### src/rtl/ew_fifo_pack.sv
// Packs the 32-bit event-window word stream into 64-bit beats for the ping-pong EW_FIFOs.
// Emits one descriptor per window to the DDR/AXI writer over valid/ready.
module ew_fifo_pack #(
  parameter int          EVENT_SIZE_BITS = 16,
  parameter int          BEAT_BITS       = EVENT_SIZE_BITS + 1,
  parameter logic [31:0] PAD_WORD        = 32'h0000_0000
) (
  input  logic                       serdesclk,
  input  logic                       resetn_serdesclk,
  input  logic                       ew_fifo_we,
  input  logic [31:0]                ew_data,
  input  logic                       curr_ewfifo_wr,
  input  logic                       ew_done,
  input  logic [EVENT_SIZE_BITS-1:0] ew_size,
  input  logic [19:0]                ew_tag,
  input  logic                       ew_ovfl,
  input  logic                       ewfifo0_full,
  input  logic                       ewfifo1_full,
  output logic                       ewfifo0_we,
  output logic                       ewfifo1_we,
  output logic [63:0]                ewfifo_wdata,
  output logic                       desc_valid,
  input  logic                       desc_ready,
  output logic [EVENT_SIZE_BITS-1:0] desc_size,
  output logic [19:0]                desc_tag,
  output logic                       desc_ovfl,
  output logic                       desc_buf,
  output logic [BEAT_BITS-1:0]       desc_beats,
  output logic                       size_err,
  output logic                       drop_err
);

  typedef enum logic [1:0] {FILL, FLUSH, DESC} state_t;

  state_t                     state_q, state_d;
  logic                       half_valid_q, half_valid_d;
  logic [31:0]                lo_q, lo_d;
  logic                       win_active_q, win_active_d;
  logic                       buf_q, buf_d;
  logic [BEAT_BITS-1:0]       beat_cnt_q, beat_cnt_d;
  logic                       ewfifo0_we_q, ewfifo0_we_d;
  logic                       ewfifo1_we_q, ewfifo1_we_d;
  logic [63:0]                wdata_q, wdata_d;
  logic                       desc_valid_q, desc_valid_d;
  logic [EVENT_SIZE_BITS-1:0] desc_size_q, desc_size_d;
  logic [19:0]                desc_tag_q, desc_tag_d;
  logic                       desc_ovfl_q, desc_ovfl_d;
  logic                       desc_buf_q, desc_buf_d;
  logic [BEAT_BITS-1:0]       desc_beats_q, desc_beats_d;
  logic                       size_err_q, size_err_d;
  logic                       drop_err_q, drop_err_d;

  logic                       issue;
  logic [63:0]                beat;
  logic                       pad_flush;
  logic                       target_full;
  logic [BEAT_BITS-1:0]       size_ext;

  always_comb begin
    state_d      = state_q;
    half_valid_d = half_valid_q;
    lo_d         = lo_q;
    win_active_d = win_active_q;
    buf_d        = buf_q;
    beat_cnt_d   = beat_cnt_q;
    ewfifo0_we_d = 1'b0;
    ewfifo1_we_d = 1'b0;
    wdata_d      = wdata_q;
    desc_valid_d = desc_valid_q;
    desc_size_d  = desc_size_q;
    desc_tag_d   = desc_tag_q;
    desc_ovfl_d  = desc_ovfl_q;
    desc_buf_d   = desc_buf_q;
    desc_beats_d = desc_beats_q;
    size_err_d   = size_err_q;
    drop_err_d   = drop_err_q;
    issue        = 1'b0;
    beat         = wdata_q;
    pad_flush    = 1'b0;
    target_full  = 1'b0;
    size_ext     = BEAT_BITS'(ew_size);

    // Incoming word is always packed first, whatever the descriptor state.
    if (ew_fifo_we) begin
      if (!win_active_q) begin
        win_active_d = 1'b1;
        buf_d        = curr_ewfifo_wr;
      end
      if (!half_valid_q) begin
        lo_d         = ew_data;
        half_valid_d = 1'b1;
      end else begin
        issue        = 1'b1;
        beat         = {ew_data, lo_q};
        half_valid_d = 1'b0;
      end
    end

    if (ew_done && state_q == FILL && half_valid_d) begin
      pad_flush    = 1'b1;
      issue        = 1'b1;
      beat         = {PAD_WORD, lo_d};
      half_valid_d = 1'b0;
    end

    if (issue) begin
      target_full = buf_d ? ewfifo1_full : ewfifo0_full;
      if (target_full) begin
        drop_err_d = 1'b1;
      end else begin
        wdata_d      = beat;
        ewfifo0_we_d = !buf_d;
        ewfifo1_we_d = buf_d;
        if (!(&beat_cnt_d)) beat_cnt_d = beat_cnt_d + {{(BEAT_BITS-1){1'b0}}, 1'b1};
      end
    end

    case (state_q)
      FILL: begin
        if (ew_done) begin
          desc_size_d  = ew_size;
          desc_tag_d   = ew_tag;
          desc_ovfl_d  = ew_ovfl;
          desc_buf_d   = win_active_d ? buf_d : curr_ewfifo_wr;
          desc_beats_d = beat_cnt_d;
          size_err_d   = size_err_q | (beat_cnt_d != size_ext);
          state_d      = pad_flush ? FLUSH : DESC;
          desc_valid_d = !pad_flush;
        end
      end
      FLUSH: begin
        state_d      = DESC;
        desc_valid_d = 1'b1;
      end
      DESC: begin
        if (desc_ready) begin
          desc_valid_d = 1'b0;
          state_d      = FILL;
        end
      end
      default: state_d = FILL;
    endcase

    // Window closes on every done; an overrun discards its descriptor.
    if (ew_done) begin
      if (state_q != FILL) drop_err_d = 1'b1;
      half_valid_d = 1'b0;
      win_active_d = 1'b0;
      beat_cnt_d   = '0;
    end
  end

  always_ff @(posedge serdesclk or negedge resetn_serdesclk) begin
    if (!resetn_serdesclk) begin
      state_q      <= FILL;
      half_valid_q <= 1'b0;
      lo_q         <= '0;
      win_active_q <= 1'b0;
      buf_q        <= 1'b0;
      beat_cnt_q   <= '0;
      ewfifo0_we_q <= 1'b0;
      ewfifo1_we_q <= 1'b0;
      wdata_q      <= '0;
      desc_valid_q <= 1'b0;
      desc_size_q  <= '0;
      desc_tag_q   <= '0;
      desc_ovfl_q  <= 1'b0;
      desc_buf_q   <= 1'b0;
      desc_beats_q <= '0;
      size_err_q   <= 1'b0;
      drop_err_q   <= 1'b0;
    end else begin
      state_q      <= state_d;
      half_valid_q <= half_valid_d;
      lo_q         <= lo_d;
      win_active_q <= win_active_d;
      buf_q        <= buf_d;
      beat_cnt_q   <= beat_cnt_d;
      ewfifo0_we_q <= ewfifo0_we_d;
      ewfifo1_we_q <= ewfifo1_we_d;
      wdata_q      <= wdata_d;
      desc_valid_q <= desc_valid_d;
      desc_size_q  <= desc_size_d;
      desc_tag_q   <= desc_tag_d;
      desc_ovfl_q  <= desc_ovfl_d;
      desc_buf_q   <= desc_buf_d;
      desc_beats_q <= desc_beats_d;
      size_err_q   <= size_err_d;
      drop_err_q   <= drop_err_d;
    end
  end

  assign ewfifo0_we   = ewfifo0_we_q;
  assign ewfifo1_we   = ewfifo1_we_q;
  assign ewfifo_wdata = wdata_q;
  assign desc_valid   = desc_valid_q;
  assign desc_size    = desc_size_q;
  assign desc_tag     = desc_tag_q;
  assign desc_ovfl    = desc_ovfl_q;
  assign desc_buf     = desc_buf_q;
  assign desc_beats   = desc_beats_q;
  assign size_err     = size_err_q;
  assign drop_err     = drop_err_q;

endmodule

### config.mk
export PLATFORM = sky130hd
export DESIGN_NAME = ew_fifo_pack
export DESIGN_NICKNAME = d
export VERILOG_FILES = /design/src/rtl/ew_fifo_pack.sv
export SDC_FILE = /design/constraint.sdc
export NUM_CORES = 1
export LEC_CHECK = 0
export ABC_AREA = 1
export BUFFER_PORTS_ARGS = -buffer_cell sky130_fd_sc_hd__buf_2
export CORE_ASPECT_RATIO = 0.9
export CORE_UTILIZATION = 53
export CTS_CLUSTER_DIAMETER = 30
export DETAILED_ROUTE_END_ITERATION = 8
export PLACE_DENSITY = 0.8
export SYNTH_ARGS = -nofsm -noshare
export SYNTH_HDL_FRONTEND = slang
export SYNTH_SLANG_ARGS = --single-unit
### constraint.sdc
create_clock -name serdesclk -period 2.7 [get_ports serdesclk]
set_clock_uncertainty 0.2 [all_clocks]
set_input_delay 0.54 -clock serdesclk [delete_from_list [all_inputs] [get_ports serdesclk]]
set_output_delay 0.54 -clock serdesclk [all_outputs]
set_load 0.02 [all_outputs]
==> summary.txt, run 1 <==
Global route overflow: 0
Antenna Cells: 0
Final wirelength: 19660 um
Clk sink count: 178
Syn. warnings: 0
Reg2reg end: size_err
Fmax: 394.6 MHz
FP Rows: 42
Initial core utilization: 54.58%
Endpoints failing setup: 0
Post-DR wirelength/cell: 14.56 um
Flops & latches, synth: 178
CP cell instances: inv_1 > ha_1 > nand3_2 > nand2_4 > nand3_2 > nor2_4 > buf_12 > nand3b_1 > nand2_1 > xor2_1 > nand2_1 > nor2_1 > nand3_1 > nand2_1 > nand2_1
Worst slew pin tran: 0.5612 ns
VDD IR max: 0.0006357 V
Clock buffer depth: 2
Hold Path Class: input pin to register
First-pass GRT wire length: 32420 um
Setup crit start: state_q[1]
Layout cells sized above 1: 25.87%
Area Growth Syn to Fin: 24.67%
DR pass1 iterations: 5
Layout Nets: 1222
Routability cong.: 0.9533
CP max FO: 8
Top cell type's share of synthesized area: 55.26%
Final hold vios: 0
Status: finished clean
Critical Path Max Stage Delay: 0.41 ns
Largest net degree at the start of global routing: 82
Placed cell count: 1316
GRT Util Overall: 26.21%
Non-filler instance count after layout: 1350
Hold Crit Depth: 3
Reg clk slew, reported paths: 0.07 ns
CTS tree: built
Vias per cell: 5.151
Syn Std Cell Area: 0.008060 mm2
Family with the most delay on the worst path: simple AND/OR/NAND/NOR gates
DRT iter0 DRCs: 480
Relative slew slack: 62.59%
Tmin final: 2.534 ns
Crit path max-delay cell type: dfrtp_1
Pwr dens: 1005 mW/mm2
FF-to-FF Start: state_q[1]
Area contributors post-synth: dfrtp_1 (55%), nand2_1 (10%), inv_1 (5.7%), o21ai_0 (4.3%), nand3_1 (4.0%)
Io pins: 201
Total CTS buffers: 17
Worst Hold End: desc_tag[10]
Core area: 0.01477 mm2
WS Path Type: register to register
H-tree levels: 4
IO Port Bufs: 200
Lkg Pwr: 5.150 nW
Dpl hpwl: 13600 um
Syn_nets: 1019
Initial antenna violation count: 1
WP data arrival: 2.65 ns
Cell taking the most area after synthesis: dfrtp_1
FF-to-FF path depth: 15
Fin crit share: 93.86%
Root Buffer: clkbuf_16
WP buf/inv: 2
Setup crit end kind: register
Vias in the first global route: 6585
DRC viols: 0
Die Footprint: 0.01571 mm2
# fillers: 1212
Register area share after synthesis: 55.26%
DIE WIDTH: 132.0 um
Final Cell Area: 0.01005 mm2
Die H: 119.0 um
WP data required: 2.82 ns
Post-layout util: 68.05%
CP Launch Type: register
DR vias: 6954
Post-Syn Area per Cell: 8.611 um2
Area after DPL: 0.009424 mm2
Setup TNS: 0 ns
R2r setup slk: 0.17 ns
Slew Limit Fails: 0
Post-Synthesis Cells: 936
Hold Startpoint: ew_tag[10]
DRT antenna net count: 0
Worst skew pair latency: 0.43 ns
Post-synth cell types: 32
Critical Path Most Common Cell: nand2_1
Max Cap Viol: 0
## worst max path at each step
| stage | end | depth (start not counted) |
|---|---|---|
| 4_1_cts | size_err | 15 |
| 3_3_place_gp | ewfifo_wdata[11] | 11 |
| 6_report | size_err | 15 |
| 2_1_floorplan | size_err | 18 |
| 3_5_place_dp | size_err | 15 |
| 5_1_grt | size_err | 15 |
## routing by layer
| layer | vias to the layer above | routed length (um) | GRT usage, % |
|---|---|---|---|
| met5 | - | 13 | 0 |
| met1 | 3312 | 8812 | 35.74 |
| met3 | 19 | 1360 | 6.386 |
| met2 | 234 | 9210 | 41.50 |
| met4 | 2 | 258 | 8.067 |
| li1 | 3387 | - | - |
## registers in the layout, indices dropped and copies added, names as in the netlist
signal,count
beat_cnt_q,17
buf_q,1
desc_beats,17
desc_buf,1
desc_ovfl,1
desc_size,16
desc_tag,20
desc_valid,1
drop_err,1
ewfifo0_we,1
ewfifo1_we,1
ewfifo_wdata,64
half_valid_q,1
lo_q,32
size_err,1
state_q,2
win_active_q,1
## cells by family after synthesis
kind of cell             synth area share (%)
AND/OR/NAND/NOR                         22.21
flip-flops                              55.26
AO/OA/AOI/OAI                           12.79
buffers and inverters                   8.227
adder cells (fa/ha/maj)                0.9314
XOR/XNOR                               0.4346
multiplexers                           0.1397
## placed cells by master (no fill, tap or decap), types with 2 or more instances in the layout
cell type / n
buf_4: 22
buf_2: 199
nand3_1: 65
inv_2: 4
a21oi_1: 38
nor2_4: 8
clkinv_4: 4
o211ai_1: 32
xor2_1: 4
nand3_2: 3
nand4_1: 8
nand2_1: 221
o21a_1: 29
nor2_1: 71
inv_6: 4
o21ai_0: 69
nand3b_1: 3
inv_1: 121
nor2_2: 5
clkbuf_16: 17
nor3_1: 2
nand3_4: 2
nand2_2: 8
nand2_4: 2
ha_1: 6
buf_12: 7
dfrtp_1: 178
a31oi_1: 3
clkinvlp_4: 2
## Yosys cell counts (all sizes together)
library cell / instances
or2: 1
nand3: 70
nand3b: 4
buf: 13
xor2: 4
dfrtp: 178
o211ai: 32
a211oi: 1
a21oi: 39
clkbuf: 33
mux2: 1
a31oi: 3
nand4: 8
o21a: 29
inv: 126
o22ai: 1
nor2: 85
nor3: 2
o21ai: 69
ha: 6
nand2: 231
## timing repair
action | 4_1_cts | 5_1_grt
setup buffers | 0 | 1
resized for setup | 0 | 3
endpoints found under the setup margin | 0 | 1
hold buffers | 1 | 0
endpoints found under the hold margin | 53 | 0
## stage by stage
| stage | worst slack, ns | hold slack (ns) | total power [W] |
|---|---|---|---|
| 6_report | 0.1658 | 0.09711 | 0.01009 |
| 5_1_grt | -0.01184 | 0.09458 | 0.01067 |
| 4_1_cts | 0.2174 | 0.08755 | 0.01015 |
| 3_5_place_dp | 0.05006 | 0.2596 | 0.007688 |
| 3_3_place_gp | 0.1457 | 0.2574 | 0.007581 |
| 2_1_floorplan | 0.3503 | 0.04441 | 0.006284 |
## worst min-delay path: stages
cell and delay [ns]:
buf_2 0.07, nand2_1 0.04, nand2_1 0.04
## layout make-up
| cell class | instances | area [um2] | share of cell area [%] |
|---|---|---|---|
| Timing Repair Buffer | 230 | 1323 | 13.16 |
| Sequential cell | 178 | 4454 | 44.33 |
| Clock buffer | 18 | 439.2 | 4.371 |
| Inverter | 126 | 473.0 | 4.707 |
| Multi-Input combinational cell | 586 | 2964 | 29.50 |
| Clock inverter | 14 | 147.6 | 1.469 |
| Tap cell | 198 | 247.7 | 2.465 |
## power by group
part	switching, W	internal [W]
clock network	0.00111	0.00132
registers	0.000475	0.00357
logic	0.00239	0.00123
total	0.00397	0.00612
Power figures use the tool's default switching activity.
==> run 2, diff against run 1 <==
ABC_AREA = 0   (was 1)
GPL_ROUTABILITY_DRIVEN = 0   (was default)
==> run 2 against run 1 <==
Against the previous run: the flow now finishes with violations (setup timing); sequential cell count unchanged; area after synthesis down 4.6%; sequential share of layout area down 0.66 points; first-iteration DRC count down 22%; non-clock buffer count up 41; critical path type unchanged; critical endpoint unchanged; largest power group unchanged.
==> summary.txt, run 2 <==
Fin crit share: 106.6% (+13 points)
Relative slew slack: 67.61% (+5.0 points)
VDD IR max: 0.0006651 V (+4.6%)
H-tree levels: 4 (unchanged)
Antenna Cells: 0 (unchanged)
Total power: 0.01037 W (+2.7%)
Max FFs per register: 64 (unchanged)
CP Launch Type: register
WP data arrival: 2.99 ns (+0.34 ns)
Core area: 0.01411 mm2 (-4.5%)
Global route overflow: 0 (unchanged)
Initial antenna violation count: 0 (-1)
FF-to-FF Start: half_valid_q
Post-Syn Area per Cell: 11.02 um2 (+28%)
Multiplexer share of the synthesized area: 14.51% (+14 points)
Root Buffer: clkbuf_16
Clock buffer depth: 2 (unchanged)
FP Rows: 41 (-2.4%)
Tmin final: 2.877 ns (+0.3427 ns)
Syn. warnings: 0 (unchanged)
Slew Limit Fails: 0 (unchanged)
DR vias: 6030 (-13%)
Fmax: 347.6 MHz (-12%)
Syn Std Cell Area: 0.007691 mm2 (-4.6%)
Top cell type's share of synthesized area: 57.91% (+2.7 points)
Crit. path cell count: 9 (-6)
Flops & latches, synth: 178 (unchanged)
Lkg Pwr: 4.937 nW (-4.1%)
Area contributors post-synth: dfrtp_1 (58%), mux2_2 (10%), nand2_1 (6.2%), o21ai_0 (6.1%), mux2i_1 (4.6%)
CP cell instances: ha_4 > a31oi_4 > buf_4 > a211o_4 > or4_4 > xnor2_1 > a222oi_1 > nand4_1 > o31a_1
Io pins: 201 (unchanged)
Worst slew pin tran: 0.4808 ns (-0.08042 ns)
Hold Path Class: input pin to register
WP buf/inv: 1 (-1)
WS Path Type: register to register
Post-synth cell types: 46 (+44%)
Unrepaired setup endpoints after global routing: true
Post-DR wirelength/cell: 15.72 um (+8.0%)
Simple-gate area share of the yosys netlist: 12.12% (-10 points)
Top_reg_cell synth: dfrtp_1
Fraction of registers with async set/reset: 100.0% (unchanged)
Hold Crit Depth: 2 (-1)
Setup TNS: -0.1769 ns (-0.1769 ns)
Pwr dens: 1016 mW/mm2 (+1.2%)
Initial core utilization: 54.52% (-0.065 points)
Cell taking the most area after synthesis: dfrtp_1
Syn_nets: 781 (-23%)
Adder-cell share of the synthesized area: 0.9761% (+0.045 points)
Total CTS buffers: 17 (unchanged)
Status: finished with violations
Setup crit start: half_valid_q
Compound-Gate Fraction of Synth Area: 8.606% (-4.2 points)
Endpoints failing setup: 1 (+1)
DIE WIDTH: 129.0 um (-2.3%)
Most frequent cells in the layout: buf_2 (199), dfrtp_1 (178), nand2_1 (127)
GRT Util Overall: 24.91% (-1.3 points)
Reg clk slew, reported paths: 0.07 ns (about the same)
Reg2reg end: size_err
Most common cell in the synthesized netlist: dfrtp_1
Critical Path Max Stage Delay: 0.52 ns (+0.11 ns)
Family with the most delay on the worst path: compound AO/OA/AOI/OAI gates
# fillers: 1002 (-17%)
Failing checks: setup timing
FF-to-FF path depth: 9 (-6)
CTS tree: built
Clk sink count: 178 (unchanged)
Layout cells sized above 1: 41.02% (+15 points)
DRT antenna net count: 0 (unchanged)
Largest family of logic cells by synthesized area: multiplexers
Setup crit end kind: register
Commonest non-fill, non-tap cell in the layout: buf_2
Top post-synthesis cells by count: dfrtp_1 (178), nand2_1 (128), o21ai_0 (94), mux2_2 (68), clkbuf_1 (38)
Max Cap Viol: 0 (unchanged)
Post-layout util: 72.31% (+4.3 points)
Dpl hpwl: 12450 um (-8.5%)
Area occupied by multi-input gates: 0.003196 mm2 (+7.8%)
R2r setup slk: -0.18 ns (-0.34 ns)
Vias in the first global route: 5846 (-11%)
Setup ws final: -0.1769 ns (-0.3427 ns)
Xor/xnor share of the synthesized area: 3.302% (+2.9 points)
IO Port Bufs: 200 (unchanged)
Reg area: 0.004454 mm2 (unchanged)
WP data required: 2.82 ns (about the same)
Critical Path Sink: size_err
DRT iter0 DRCs: 376 (-22%)
Vias per cell: 5.239 (+1.7%)
Layout Nets: 1028 (-16%)
Final wirelength: 18090 um (-8.0%)
Final hold vios: 0 (unchanged)
Worst skew pair latency: 0.43 ns (about the same)
Area Growth Syn to Fin: 32.63%
DR pass1 iterations: 4 (-1)
Crit path max-delay cell type: or4_4
Die Footprint: 0.01500 mm2 (-4.5%)
Register area share after synthesis: 57.91% (+2.7 points)
First-pass GRT wire length: 28540 um (-12%)
DRC viols: 0 (unchanged)
Post-Synthesis Cells: 698 (-25%)
Number of synthesized flops with an enable pin: 0 (unchanged)
CP max FO: 5 (-3)
Die H: 116.3 um (-2.3%)
Largest net degree at the start of global routing: 76 (-7.3%)
==> run 2: changes by cell type in the layout (fill, tap and decap cells not counted), sizes merged, moves of 29 or more <==
| cell | delta |
|---|---|
| o211ai | -31 |
| nand3 | -59 |
| mux2 | +67 |
| nor2 | -53 |
| buf | +41 |
| o21a | -29 |
| mux2i | +35 |
| inv | -119 |
| nand2 | -103 |
| a21oi | -33 |
==> run 2: final cells by class <==
class / instances / share of cell area [%]
inverter: 9 / 0.3312
clock inverter: 11 / 1.717
tap: 193 / 2.367
clock buffer: 21 / 4.612
timing repair buffer: 271 / 15.98
sequential: 178 / 43.67
multi-input combinational: 468 / 31.33
==> run 2: per-layer routing <==
layer	wire length, um	part of all wire, %	up-vias	GRT usage, %
li1	-	-	2883	-
met1	7776	43	2886	31.49
met2	8618	48	231	40.43
met3	1303	7.2	30	8.062
met4	391	2.2	0	9.098
met5	0	0	-	0
==> run 2: cell families (layout without fill, tap and decap cells) <==
kind of cell,count (synthesis),after routing
compound gates,118,118
xor+xnor,29,29
fa+ha+maj,6,6
buf+inv,52,312
flops,178,178
mux,103,103
simple gates,212,212
==> run 2: where the power goes <==
group | internal (W) | total (W) | switching [W] | leakage (nW)
Clock | 0.00163 | 0.00264 | 0.00101 | 0.310
Combinational | 0.00144 | 0.00374 | 0.00230 | 2.41
Sequential | 0.00356 | 0.00399 | 0.000430 | 2.22
Total | 0.00663 | 0.0104 | 0.00374 | 4.94
==> run 2: worst min-delay path by stage <==
| stage | endpoint | startpoint | slack [ns] |
|---|---|---|---|
| after global placement | ewfifo_wdata[10] | ewfifo_wdata[10] | 0.26 |
| final | desc_tag[9] | ew_tag[9] | 0.15 |
| after floorplan | beat_cnt_q[0] | resetn_serdesclk | 0.04 |
| after CTS | ewfifo0_we | ewfifo0_full | 0.13 |
| after global routing | desc_tag[6] | ew_tag[6] | 0.13 |
| after detailed placement | ewfifo_wdata[31] | ewfifo_wdata[31] | 0.26 |
==> run 2: metrics by stage <==
step	instances	hold WS, ns	area, um2	worst slack [ns]
2_1_floorplan	698	0.04441	7740	-0.2967
3_3_place_gp	1112	0.2572	9407	-0.5029
4_1_cts	1148	0.1278	10130	-0.1881
3_5_place_dp	1112	0.2645	9407	-0.5771
6_report	1151	0.1480	10200	-0.1769
5_1_grt	1151	0.1330	10200	-0.2982
==> run 2: timing repair <==
| item | 4_1_cts | 5_1_grt |
|---|---|---|
| pin swaps | 7 | 7 |
| hold endpoints to repair | 41 | 0 |
| hold buffers | 1 | 0 |
| setup endpoints to repair | 1 | 4 |
| setup buffers | 3 | 3 |
| gates resized for setup | 8 | 8 |
